--- src/rtl/calc_bcd_pkg.sv ---
// Shared types and elaboration helpers for the calculator BCD output path.
package calc_bcd_pkg;

    typedef logic [1:0] state_t;

    localparam state_t ST_IDLE  = 2'd0;
    localparam state_t ST_SHIFT = 2'd1;
    localparam state_t ST_DONE  = 2'd2;

    typedef logic [3:0] bcd_digit_t;

    // Decimal digits needed to hold the largest magnitude of a width-bit operand.
    function automatic int unsigned min_digits(input int unsigned width, input bit is_signed);
        longint unsigned mag;
        longint unsigned lim;
        int unsigned     d;
        mag = is_signed ? (64'd1 << (width - 1)) : ((64'd1 << width) - 64'd1);
        d   = 1;
        lim = 64'd10;
        while (lim <= mag) begin
            d   = d + 1;
            lim = lim * 64'd10;
        end
        return d;
    endfunction

endpackage

--- src/rtl/bcd_digit_adjust.sv ---
// One shift-and-add-3 correction cell: adds 3 to a BCD digit that is 5 or more.
module bcd_digit_adjust
    import calc_bcd_pkg::*;
(
    input  bcd_digit_t din,
    output bcd_digit_t dout
);

    assign dout = (din >= 4'd5) ? din + 4'd3 : din;

endmodule

--- src/rtl/binary_to_bcd_seq.sv ---
// Iterative binary-to-BCD converter, one operand bit per clock, with valid/ready on both sides.
module binary_to_bcd_seq
    import calc_bcd_pkg::*;
#(
    parameter int unsigned WIDTH  = 8,
    parameter int unsigned DIGITS = 3,
    parameter int unsigned SIGNED = 0
) (
    input  logic                clk,
    input  logic                reset_n,
    input  logic                clear,
    input  logic                in_valid,
    output logic                in_ready,
    input  logic [WIDTH-1:0]    in_data,
    output logic                out_valid,
    input  logic                out_ready,
    output logic [4*DIGITS-1:0] out_bcd,
    output logic                out_neg
);

    localparam int unsigned CW = $clog2(WIDTH + 1);
    localparam int unsigned BW = 4 * DIGITS;

    if (WIDTH < 2) begin : g_width_check
        $error("binary_to_bcd_seq: WIDTH must be at least 2");
    end
    if (DIGITS < min_digits(WIDTH, SIGNED != 0)) begin : g_digits_check
        $error("binary_to_bcd_seq: DIGITS too small for WIDTH/SIGNED");
    end

    state_t         state_q, state_d;
    logic [CW-1:0]  count_q, count_d;
    logic [WIDTH-1:0] bin_q, bin_d;
    logic [BW-1:0]  bcd_q, bcd_d;
    logic           neg_q, neg_d;
    logic [BW-1:0]  out_bcd_q, out_bcd_d;
    logic           out_neg_q, out_neg_d;

    logic [BW-1:0]    bcd_adj;
    logic [BW-1:0]    bcd_shifted;
    logic             in_neg;
    logic [WIDTH-1:0] in_mag;
    logic             unused_msb;

    for (genvar g = 0; g < DIGITS; g++) begin : g_adj
        bcd_digit_adjust u_adj (
            .din  (bcd_q[4*g +: 4]),
            .dout (bcd_adj[4*g +: 4])
        );
    end

    // The adjusted MSB always shifts out as zero because DIGITS covers the full range.
    assign unused_msb  = bcd_adj[BW-1];
    assign bcd_shifted = {bcd_adj[BW-2:0], bin_q[WIDTH-1]};

    // Negating the most negative value wraps to 2**(WIDTH-1), which is the correct magnitude.
    assign in_neg = (SIGNED != 0) && in_data[WIDTH-1];
    assign in_mag = in_neg ? (~in_data + WIDTH'(1)) : in_data;

    always_comb begin
        state_d   = state_q;
        count_d   = count_q;
        bin_d     = bin_q;
        bcd_d     = bcd_q;
        neg_d     = neg_q;
        out_bcd_d = out_bcd_q;
        out_neg_d = out_neg_q;
        case (state_q)
            ST_IDLE: begin
                if (in_valid) begin
                    bin_d   = in_mag;
                    neg_d   = in_neg;
                    bcd_d   = '0;
                    count_d = CW'(WIDTH);
                    state_d = ST_SHIFT;
                end
            end
            ST_SHIFT: begin
                bcd_d   = bcd_shifted;
                bin_d   = bin_q << 1;
                count_d = count_q - CW'(1);
                if (count_q == CW'(1)) begin
                    state_d   = ST_DONE;
                    out_bcd_d = bcd_shifted;
                    out_neg_d = neg_q;
                end
            end
            ST_DONE: begin
                if (out_ready) begin
                    state_d = ST_IDLE;
                end
            end
            default: state_d = ST_IDLE;
        endcase
        if (clear) begin
            state_d   = ST_IDLE;
            count_d   = '0;
            bin_d     = bin_q;
            bcd_d     = bcd_q;
            neg_d     = neg_q;
            out_bcd_d = out_bcd_q;
            out_neg_d = out_neg_q;
        end
    end

    always_ff @(posedge clk or negedge reset_n) begin
        if (!reset_n) begin
            state_q   <= ST_IDLE;
            count_q   <= '0;
            bin_q     <= '0;
            bcd_q     <= '0;
            neg_q     <= 1'b0;
            out_bcd_q <= '0;
            out_neg_q <= 1'b0;
        end else begin
            state_q   <= state_d;
            count_q   <= count_d;
            bin_q     <= bin_d;
            bcd_q     <= bcd_d;
            neg_q     <= neg_d;
            out_bcd_q <= out_bcd_d;
            out_neg_q <= out_neg_d;
        end
    end

    assign in_ready  = (state_q == ST_IDLE);
    assign out_valid = (state_q == ST_DONE);
    assign out_bcd   = out_bcd_q;
    assign out_neg   = out_neg_q;

endmodule

--- config.mk ---
export PLATFORM = sky130hd
export DESIGN_NAME = binary_to_bcd_seq
export DESIGN_NICKNAME = d
export VERILOG_FILES = /design/src/rtl/calc_bcd_pkg.sv /design/src/rtl/bcd_digit_adjust.sv /design/src/rtl/binary_to_bcd_seq.sv
export SDC_FILE = /design/constraint.sdc
export NUM_CORES = 1
export LEC_CHECK = 0
export CORE_ASPECT_RATIO = 1.1
export CORE_MARGIN = 1.5
export CORE_UTILIZATION = 29
export CTS_CLUSTER_SIZE = 8
export DETAILED_ROUTE_END_ITERATION = 7
export DONT_BUFFER_PORTS = 1
export GPL_TIMING_DRIVEN = 0
export PLACE_DENSITY_LB_ADDON = 0.05
export SYNTH_ARGS = -nofsm -noshare
export SYNTH_HDL_FRONTEND = slang
export SYNTH_SLANG_ARGS = --single-unit
--- constraint.sdc ---
create_clock -name clk -period 2.1 [get_ports clk]
set_clock_uncertainty 0.15 [all_clocks]
set_input_delay 0.105 -clock clk [delete_from_list [all_inputs] [get_ports clk]]
set_output_delay 0.105 -clock clk [all_outputs]
set_load 0.01 [all_outputs]
==> results.py, run 1 <==
metrics = {
    "status": {
        "status": "finished, final reports clean",
    },
    "clock_network": {
        "clk_pin_slew_ns": 0.08,
        "clk_latency_ns": 0.29,
        "cts_buffer_depth": 2,
        "htree_levels": 2,
        "cts_buffers": 5,
        "cts.sinks": 38,
        "cts_tree": "built",
        "clockRootBuffer": "clkbuf_8",
    },
    "synth": {
        "synth.lib_cells_used.distinct": 31,
        "syn-num-nets": 203,
        "ys_ff_latch": 38,
        "netlist_area_mm2": 0.00191,
        "yosysSeqAreaShare": 0.498,
        "synth.avg_cell_area_um2": 10.5,
        "syn_inst": 182,
        "yosys_warnings": 0,
    },
    "pwr": {
        "p_leak_nw": 1.06,
        "p_per_area_mw_per_mm2": 778,
        "vdd_ir_drop_max_mv": 0.288,
    },
    "layout": {
        "drive_gt1_frac": 0.151,
        "area_growth_pct": 20.4,
        "antenna_cells": 0,
        "nets": 226,
    },
    "route": {
        "drc": 0,
        "drt-pass1-iter-count": 4,
        "wire_per_inst_um": 14.1,
        "ant_nets": 0,
        "via_per_inst": 4.85,
        "via_count": 1382,
        "drt_iter0_drc": 114,
        "wl_um": 4030,
    },
    "sta": {
        "max_clock_freq_mhz": 522,
        "finalHoldViolCount": 0,
        "rsz0062_at_grt": "false",
        "setup_viol": 0,
        "fin_setup_tns_ns": 0,
        "fin_crit_sh": 0.912,
        "drv_slew": 0,
        "max_slew.worst_pin.slew_ns": 0.505,
        "hold_slack_ns": 0.0981,
        "fin_crit_ns": 1.92,
        "slew_headroom": 0.663,
    },
    "setup_path": {
        "crit_arrival_ns": 2.00,
        "cp-end-kind": "flop",
        "start_kind": "flop",
        "critPathMaxFanout": 10,
        "critPathRequiredTime_ns": 2.19,
        "crit_type": "reg -> reg",
    },
    "place": {
        "post-dp-hpwl_um": 2810,
        "gp_congestion": 0.780,
        "io_buffers": 0,
    },
    "global_route": {
        "grt-ovfl-total": 0,
        "grt_pass1_wl_um": 6890,
        "grt_pass1_vias": 1422,
        "grt_max_degree": 39,
        "antenna_found_initial": 0,
        "grt_usage": 0.130,
    },
    "floorplan": {
        "dieWidth_um": 80.4,
        "boundaryPins": 28,
        "die_height_um": 88.1,
        "core_area_mm2": 0.00627,
        "die-area_mm2": 0.00708,
        "start_util": 0.305,
        "num_rows": 30,
    },
    "run": {
        "drv_cap": 0,
    },
    "min_path": {
        "min_path_type": "in -> reg",
    },
}
## routing by layer
| metal | up-vias | track usage | part of all wire |
|---|---|---|---|
| met3 | 6 | 0.0396 | 0.041 |
| met2 | 28 | 0.220 | 0.48 |
| met1 | 679 | 0.155 | 0.46 |
| met4 | 0 | 0.0455 | 0.015 |
| li1 | 669 | - | - |
| met5 | - | 0 | 0 |
## layout by cell type, fill, tap and decap left out, types with 4 or more instances in the layout
master         count
dlygate4sd3_1     15
nand2_1           18
o21ai_1            5
inv_1             10
nor2_1            11
a21oi_1            9
dfrtp_1           38
nor3b_1            5
o21ai_0           15
mux2i_1           10
clkbuf_8           6
mux2_2             8
nor3_1             4
ha_1               8
a22o_1             8
## layout make-up
cell class	count	area, um^2
fill	619	3970
clock buffer	6	82.6
sequential	38	951
clock inverter	1	30.0
buffer	9	58.8
inverter	10	37.5
multi-input combinational	125	868
timing repair buffer	16	170
tap	80	100
## kinds of logic (layout without fill, tap and decap cells)
| kind of cell | Yosys count | count (layout) | share of synthesized area |
|---|---|---|---|
| xor gates and xnor gates | 3 | 3 | 0.0138 |
| adders and majority gates | 8 | 8 | 0.0524 |
| DFF | 38 | 38 | 0.498 |
| muxes | 18 | 18 | 0.0996 |
| buffers and inverters | 19 | 42 | 0.0505 |
| AOI/OAI and AO/OA | 43 | 43 | 0.137 |
| other | 1 | 1 | 0.00196 |
| and+or+nand+nor | 52 | 52 | 0.147 |
## metrics by stage
| step | instances | utilization | worst slack, ns | power (W) | area [um^2] |
|---|---|---|---|---|---|
| 3_3_place_gp | 262 | 0.321 | 0.332 | 0.00111 | 2010 |
| 2_1_floorplan | 182 | - | 0.482 | 0.00105 | 1910 |
| 5_1_grt | 285 | 0.367 | 0.0598 | 0.00190 | 2300 |
| 3_5_place_dp | 262 | 0.321 | 0.288 | 0.00111 | 2010 |
| 4_1_cts | 285 | 0.366 | 0.138 | 0.00181 | 2290 |
| 6_report | 285 | 0.367 | 0.184 | 0.00179 | 2300 |
## synthesized netlist by cell type
master,n,area share
inv_1,10,0.020
nor2b_1,2,0.0066
a22oi_1,3,0.012
o21ai_0,15,0.039
dfrtp_1,38,0.50
a211oi_1,2,0.0079
a22o_1,8,0.037
nand2b_1,3,0.0098
nor3_1,4,0.010
mux2_2,8,0.047
nor3b_1,5,0.020
nand3b_1,1,0.0039
a21oi_1,9,0.024
o21ai_1,5,0.013
nor2_1,11,0.022
nand2_4,1,0.0059
buf_4,3,0.012
nor3b_2,1,0.0066
or2_2,1,0.0033
clkbuf_2,2,0.0052
buf_2,3,0.0079
nand2_1,18,0.035
nor3b_4,1,0.0098
ha_1,8,0.052
buf_6,1,0.0059
or3b_4,1,0.0059
o21ai_2,1,0.0046
mux2i_1,10,0.052
conb_1,1,0.0020
nand3_1,3,0.0079
xnor2_1,3,0.014
## sequential cells by signal, indices dropped and copies added (netlist names)
| register | count |
|---|---|
| out_bcd | 12 |
| bin_q | 8 |
| bcd_q | 12 |
| count_q | 4 |
| state_q | 2 |
## critical path, stage by stage, from the launching register on
cell and delay (ns):
dfrtp_1 0.36, buf_4 0.17, nor2b_1 0.13, buf_4 0.21, nor2_1 0.06, a211oi_1 0.21
dlygate4sd3_1 0.57
## power breakdown
group / internal [W] / switching, W / total, W
clock network: 0.000380 / 0.000266 / 0.000646
registers: 0.000801 / 0.0000663 / 0.000867
logic: 0.000133 / 0.000142 / 0.000274
total: 0.00131 / 0.000474 / 0.00179
## worst paths after layout
path | start | to | slack [ns] | cells past startpoint
max in group asynchronous | reset_n | bin_q[7] | 1.48 | 2
min reg2reg | bin_q[2] | bin_q[2] | 0.34 | 2
min | in_valid | bin_q[0] | 0.1 | 2
max reg2reg | state_q[0] | count_q[0] | 0.18 | 6
min in group asynchronous | reset_n | bcd_q[11] | 0.12 | 2
max | state_q[0] | count_q[0] | 0.18 | 6
## what timing repair did
item	CTS	global route
gates resized for setup	0	1
hold endpoints to repair	51	0
buffers inserted	0	0
endpoints found under the setup margin	0	1
hold buffers	16	0
Power figures use the tool's default switching activity.
==> run 2, diff against run 1 <==
Settings changed: CORE_UTILIZATION 29 to 62.
Clock period 2.1 ns to 2.17 ns, I/O delays scaled along.
==> run 2 against run 1 <==
  * Register-to-register slack gained 0.03 ns
  * Non-clock buffer count stayed put
  * Hold slack got worse by 0.077 ns
  * Wire length shrank 6.9%
  * Sequential power decreased by 3.5%
  * Clock power is 37% lower
  * Count of clock-buffer cells in the layout stayed put
  * Largest cell class unchanged
==> results.py, run 2 (synthesized netlist as in run 1, its figures left out) <==
metrics = {
    "status": {
        "status": "finished, final reports clean",
    },
    "sta": {
        "finalHoldViolCount": 0,
        "drv_slew": 0,
        "setup_viol": 0,
        "rsz0062_at_grt": "false",
        "fin_setup_tns_ns": 0,
        "max_clock_freq_mhz": 510,
        "fin_ws_ns": 0.210,
        "fin_crit_ns": 1.96,
        "fin_crit_sh": 0.903,
    },
    "global_route": {
        "antenna_found_initial": 0,
        "grt_pass1_wl_um": 6390,
        "grt_pass1_vias": 1468,
        "grt_usage": 0.252,
        "grt-ovfl-total": 0,
        "grt_max_degree": 39,
    },
    "setup_path": {
        "r2r-end": "count_q[0]",
        "cp-end-kind": "flop",
        "critPathMaxFanout": 10,
        "r2r_setup_slack_ns": 0.21,
        "reg2reg_depth": 6,
        "endpoint": "count_q[0]",
        "crit_type": "reg -> reg",
        "critPathRequiredTime_ns": 2.32,
        "cp-startpoint": "state_q[0]",
        "start_kind": "flop",
        "crit_arrival_ns": 2.11,
        "r2r_start": "state_q[0]",
    },
    "clock_network": {
        "clk_latency_ns": 0.35,
        "clk_pin_slew_ns": 0.12,
        "cts_tree": "built",
        "cts.sinks": 38,
        "cts_setup_buffers": 0,
        "htree_levels": 2,
        "clockRootBuffer": "clkbuf_4",
        "cts_buffers": 5,
        "cts_buffer_depth": 2,
    },
    "route": {
        "dr_wl_met2_um": 1920,
        "drc": 0,
        "wire_per_inst_um": 15.7,
        "ant_nets": 0,
        "wl_met1_um": 1540,
        "via_per_inst": 5.92,
        "route.met3.wl_um": 183,
        "wl_um": 3760,
        "via_count": 1414,
        "dr.max_layer_used": "met4",
        "drt-pass1-iter-count": 4,
        "drt_iter0_drc": 51,
    },
    "min_path": {
        "min_path_type": "in -> reg",
        "whs_path_depth": 2,
    },
    "place": {
        "io_buffers": 0,
        "pre_cts_ws_ns": 0.408,
        "gp_congestion": 0.751,
        "post-dp-hpwl_um": 2430,
    },
    "floorplan": {
        "start_util": 0.669,
        "die_height_um": 61.2,
        "dieWidth_um": 55.9,
        "die-area_mm2": 0.00342,
        "boundaryPins": 28,
        "num_rows": 20,
        "core_area_mm2": 0.00285,
    },
    "layout": {
        "final_common_cell": "dfrtp_1",
        "final_cell_mix": "38 x dfrtp_1, 18 x nand2_1, 15 x o21ai_0, 15 x dlygate4sd3_1, 11 x nor2_1",
        "antenna_cells": 0,
        "num-fill-cells": 200,
        "drive_gt1_frac": 0.155,
        "area_growth_pct": 14.4,
        "nets": 226,
    },
    "pwr": {
        "p_leak_nw": 1.04,
        "vdd_ir_drop_max_mv": 0.565,
        "p_per_area_mw_per_mm2": 690,
    },
    "run": {
        "drv_cap": 0,
    },
}
run 2: cell types whose count changed in the layout (fill, tap and decap cells not counted), sizes merged:
cell | before | now
clkinv | 0 | 1
clkinvlp | 0 | 1
bufinv | 1 | 0
run 2: layout make-up:
| type | instances | area, um^2 | share of cell area |
|---|---|---|---|
| Inverter | 10 | 37.5 | 0.0172 |
| Clock buffer | 6 | 51.3 | 0.0235 |
| Buffer | 9 | 58.8 | 0.0269 |
| Multi-Input combinational cell | 125 | 862 | 0.395 |
| Timing Repair Buffer | 16 | 170 | 0.0779 |
| Clock inverter | 2 | 12.5 | 0.00573 |
| Sequential cell | 38 | 951 | 0.435 |
| Tap cell | 33 | 41.3 | 0.0189 |
run 2: critical path: stages (launching register included):
cell and delay [ns]:
dfrtp_1 0.40, buf_4 0.18, nor2b_1 0.13, buf_4 0.21, nor2_1 0.06, a211oi_1 0.20
dlygate4sd3_1 0.57
run 2: per-layer routing:
layer,track usage,vias to the layer above
li1,-,680
met1,0.286,682
met2,0.456,40
met3,0.0462,12
met4,0.150,0
met5,0,-
run 2: worst min path at each step:
| stage | end | startpoint |
|---|---|---|
| 2_1_floorplan | bcd_q[0] | reset_n |
| 3_3_place_gp | bin_q[4] | reset_n |
| 3_5_place_dp | bin_q[3] | reset_n |
| 4_1_cts | bcd_q[10] | in_valid |
| 5_1_grt | bcd_q[2] | in_valid |
| 6_report | bcd_q[10] | in_valid |
run 2: through the flow:
step	instances	cell area (um^2)	power (W)	hold slack, ns	utilization
after CTS	239	2180	0.00151	0.0187	0.766
after global routing	239	2180	0.00158	0.0263	0.766
after detailed placement	215	1950	0.00107	-0.336	0.684
after global placement	215	1950	0.00106	-0.336	0.684
final	239	2180	0.00151	0.0215	0.766
after floorplan	182	1910	0.00102	-0.337	-
run 2: report_power, final:
group	switching (W)	leakage, nW	internal (W)
sequential	0.0000624	0.512	0.000775
combinational	0.000138	0.494	0.000128
clock	0.000249	0.0343	0.000156
total	0.000449	1.04	0.00106
run 2: timing repair:
action                    in CTS  in global routing
gates resized for setup        0                  0
hold buffers                  16                  0
hold endpoints to repair      51                  0
==> run 3, diff against run 2 <==
Settings changed: REMOVE_ABC_BUFFERS set to 1.
Clock period 2.17 ns to 2.05 ns, I/O delays scaled along.
==> run 3 against run 2 <==
  * The run now ends with negative hold slack left
  * Die area unchanged
  * First-iteration DRC count down 24%
  * Non-clock buffer count down 12
  * Cell area fell by 3.7%
  * Total power up 3.5%
  * Sequential power is 6.7% higher
  * Maximum frequency rose by 4.9%
  * Hold slack got worse by 0.050 ns
==> results.py, run 3 (synthesized netlist as in run 1, its figures left out) <==
metrics = {
    "status": {
        "status": "finished, violations left",
        "violations": "negative hold slack",
    },
    "sta": {
        "drv_slew": 0,
        "fin_ws_ns": 0.182,
        "max_clock_freq_mhz": 535,
        "finalHoldViolCount": 5,
        "setup_viol": 0,
        "fin_setup_tns_ns": 0,
        "hold_slack_ns": -0.0283,
        "fin_crit_ns": 1.87,
        "slew_headroom": 0.561,
        "max_slew.worst_pin.slew_ns": 0.656,
        "rsz0062_at_grt": "false",
        "fin_crit_sh": 0.911,
    },
    "global_route": {
        "grt_pass1_vias": 1332,
        "grt_usage": 0.219,
        "grt_pass1_wl_um": 5670,
        "grt_max_degree": 39,
        "antenna_found_initial": 0,
        "grt_use_met1": 0.248,
        "grt-ovfl-total": 0,
        "grt_util_met3": 0.0630,
        "gr-usage-met2": 0.398,
        "top_usage_layer": "met2",
    },
    "setup_path": {
        "r2r_start": "state_q[1]",
        "cp-end-kind": "flop",
        "cp_slowest_cell": "dfrtp_1",
        "crit_arrival_ns": 1.96,
        "critPathRequiredTime_ns": 2.14,
        "slowest_delay_ns": 0.52,
        "path_cells": "nor3b_4 -> nand2_4 -> mux2_2",
        "r2r_setup_slack_ns": 0.18,
        "cp-startpoint": "state_q[1]",
        "critPathMaxFanout": 17,
        "start_kind": "flop",
        "crit_type": "reg -> reg",
    },
    "route": {
        "drt_iter0_drc": 39,
        "ant_nets": 0,
        "wl_um": 3380,
        "wire_per_inst_um": 14.9,
        "via_count": 1336,
        "drc": 0,
        "drt-pass1-iter-count": 4,
        "via_per_inst": 5.89,
    },
    "floorplan": {
        "die-area_mm2": 0.00342,
        "start_util": 0.669,
        "core_area_mm2": 0.00285,
        "dieWidth_um": 55.9,
        "die_height_um": 61.2,
        "num_rows": 20,
        "boundaryPins": 28,
    },
    "layout": {
        "num-fill-cells": 211,
        "antenna_cells": 0,
        "nets": 214,
        "drive_gt1_frac": 0.124,
        "area_growth_pct": 10.2,
        "final_cell_mix": "37 x dfrtp_1, 18 x nand2_1, 15 x o21ai_0, 12 x dlygate4sd3_1, 11 x nor2_1",
        "final_cells": 227,
        "final_common_cell": "dfrtp_1",
    },
    "pwr": {
        "finalPower_w": 0.00156,
        "p_per_area_mw_per_mm2": 742,
        "p_leak_nw": 0.982,
        "vdd_ir_drop_max_mv": 0.549,
    },
    "place": {
        "pre_cts_ws_ns": 0.0221,
        "io_buffers": 0,
        "post-place-cells": 206,
        "gp_congestion": 0.772,
        "post-dp-hpwl_um": 2200,
    },
    "clock_network": {
        "htree_levels": 2,
        "clk_pin_slew_ns": 0.11,
        "cts_setup_buffers": 0,
        "clk_latency_ns": 0.34,
        "clockRootBuffer": "clkbuf_4",
        "cts_buffer_depth": 2,
        "cts_tree": "built",
        "cts.sinks": 38,
        "cts_buffers": 5,
    },
    "min_path": {
        "hp-start": "in_valid",
        "min_path_type": "in -> reg",
    },
    "run": {
        "drv_cap": 0,
    },
}
==> run 3: cell types whose count changed in the layout (fill, tap and decap cells not counted), moves of 2 or more <==
cell	before	now
clkbuf_2	2	0
buf_4	3	0
buf_2	3	0
dlygate4sd3_1	15	12
==> run 3: final cells by class <==
type	instances	area (um^2)	area share
clock inverter	1	5.00	0.00238
multi-input combinational	125	872	0.415
tap	33	41.3	0.0196
sequential	38	952	0.453
clock buffer	7	55.1	0.0262
inverter	10	37.5	0.0178
timing repair buffer	13	140	0.0666
==> run 3: stage by stage <==
stage / instance area (um^2) / utilization
global route: 2100 / 0.737
global placement: 1890 / 0.663
CTS: 2090 / 0.734
finish: 2100 / 0.737
detailed placement: 1890 / 0.663
floorplan: 1850 / -
==> run 3: path summary, 6_finish.rpt <==
kind                         endpoint  cells after the start
min reg2reg                  bin_q[2]                      2
max reg2reg                out_bcd[0]                      3
max in group asynchronous  state_q[0]                      2
max                        out_bcd[0]                      3
min in group asynchronous  out_bcd[2]                      2
min                        state_q[0]                      2
==> run 3: what timing repair did <==
action,CTS,global route
endpoints found under the setup margin,6,5
endpoints found under the hold margin,68,0
hold buffers,13,0
resized for setup,1,2
==> run 3: critical path: cells and delay by family (launching register included) <==
kind / cells / cell delay [ns]
and+or+nand+nor: 2 / 0.76
muxes: 1 / 0.33
DFF: 1 / 0.52
==> run 3: per-layer routing <==
layer  vias up  share of wire
met2        37           0.50
met5         -              0
met1       646           0.44
met3         4          0.044
met4         0          0.014
li1        649              -
==> run 3: where the power goes <==
group          switching [W]  internal [W]  total [W]
combinational       0.000133      0.000122   0.000254
sequential         0.0000729      0.000820   0.000893
clock               0.000246      0.000166   0.000412
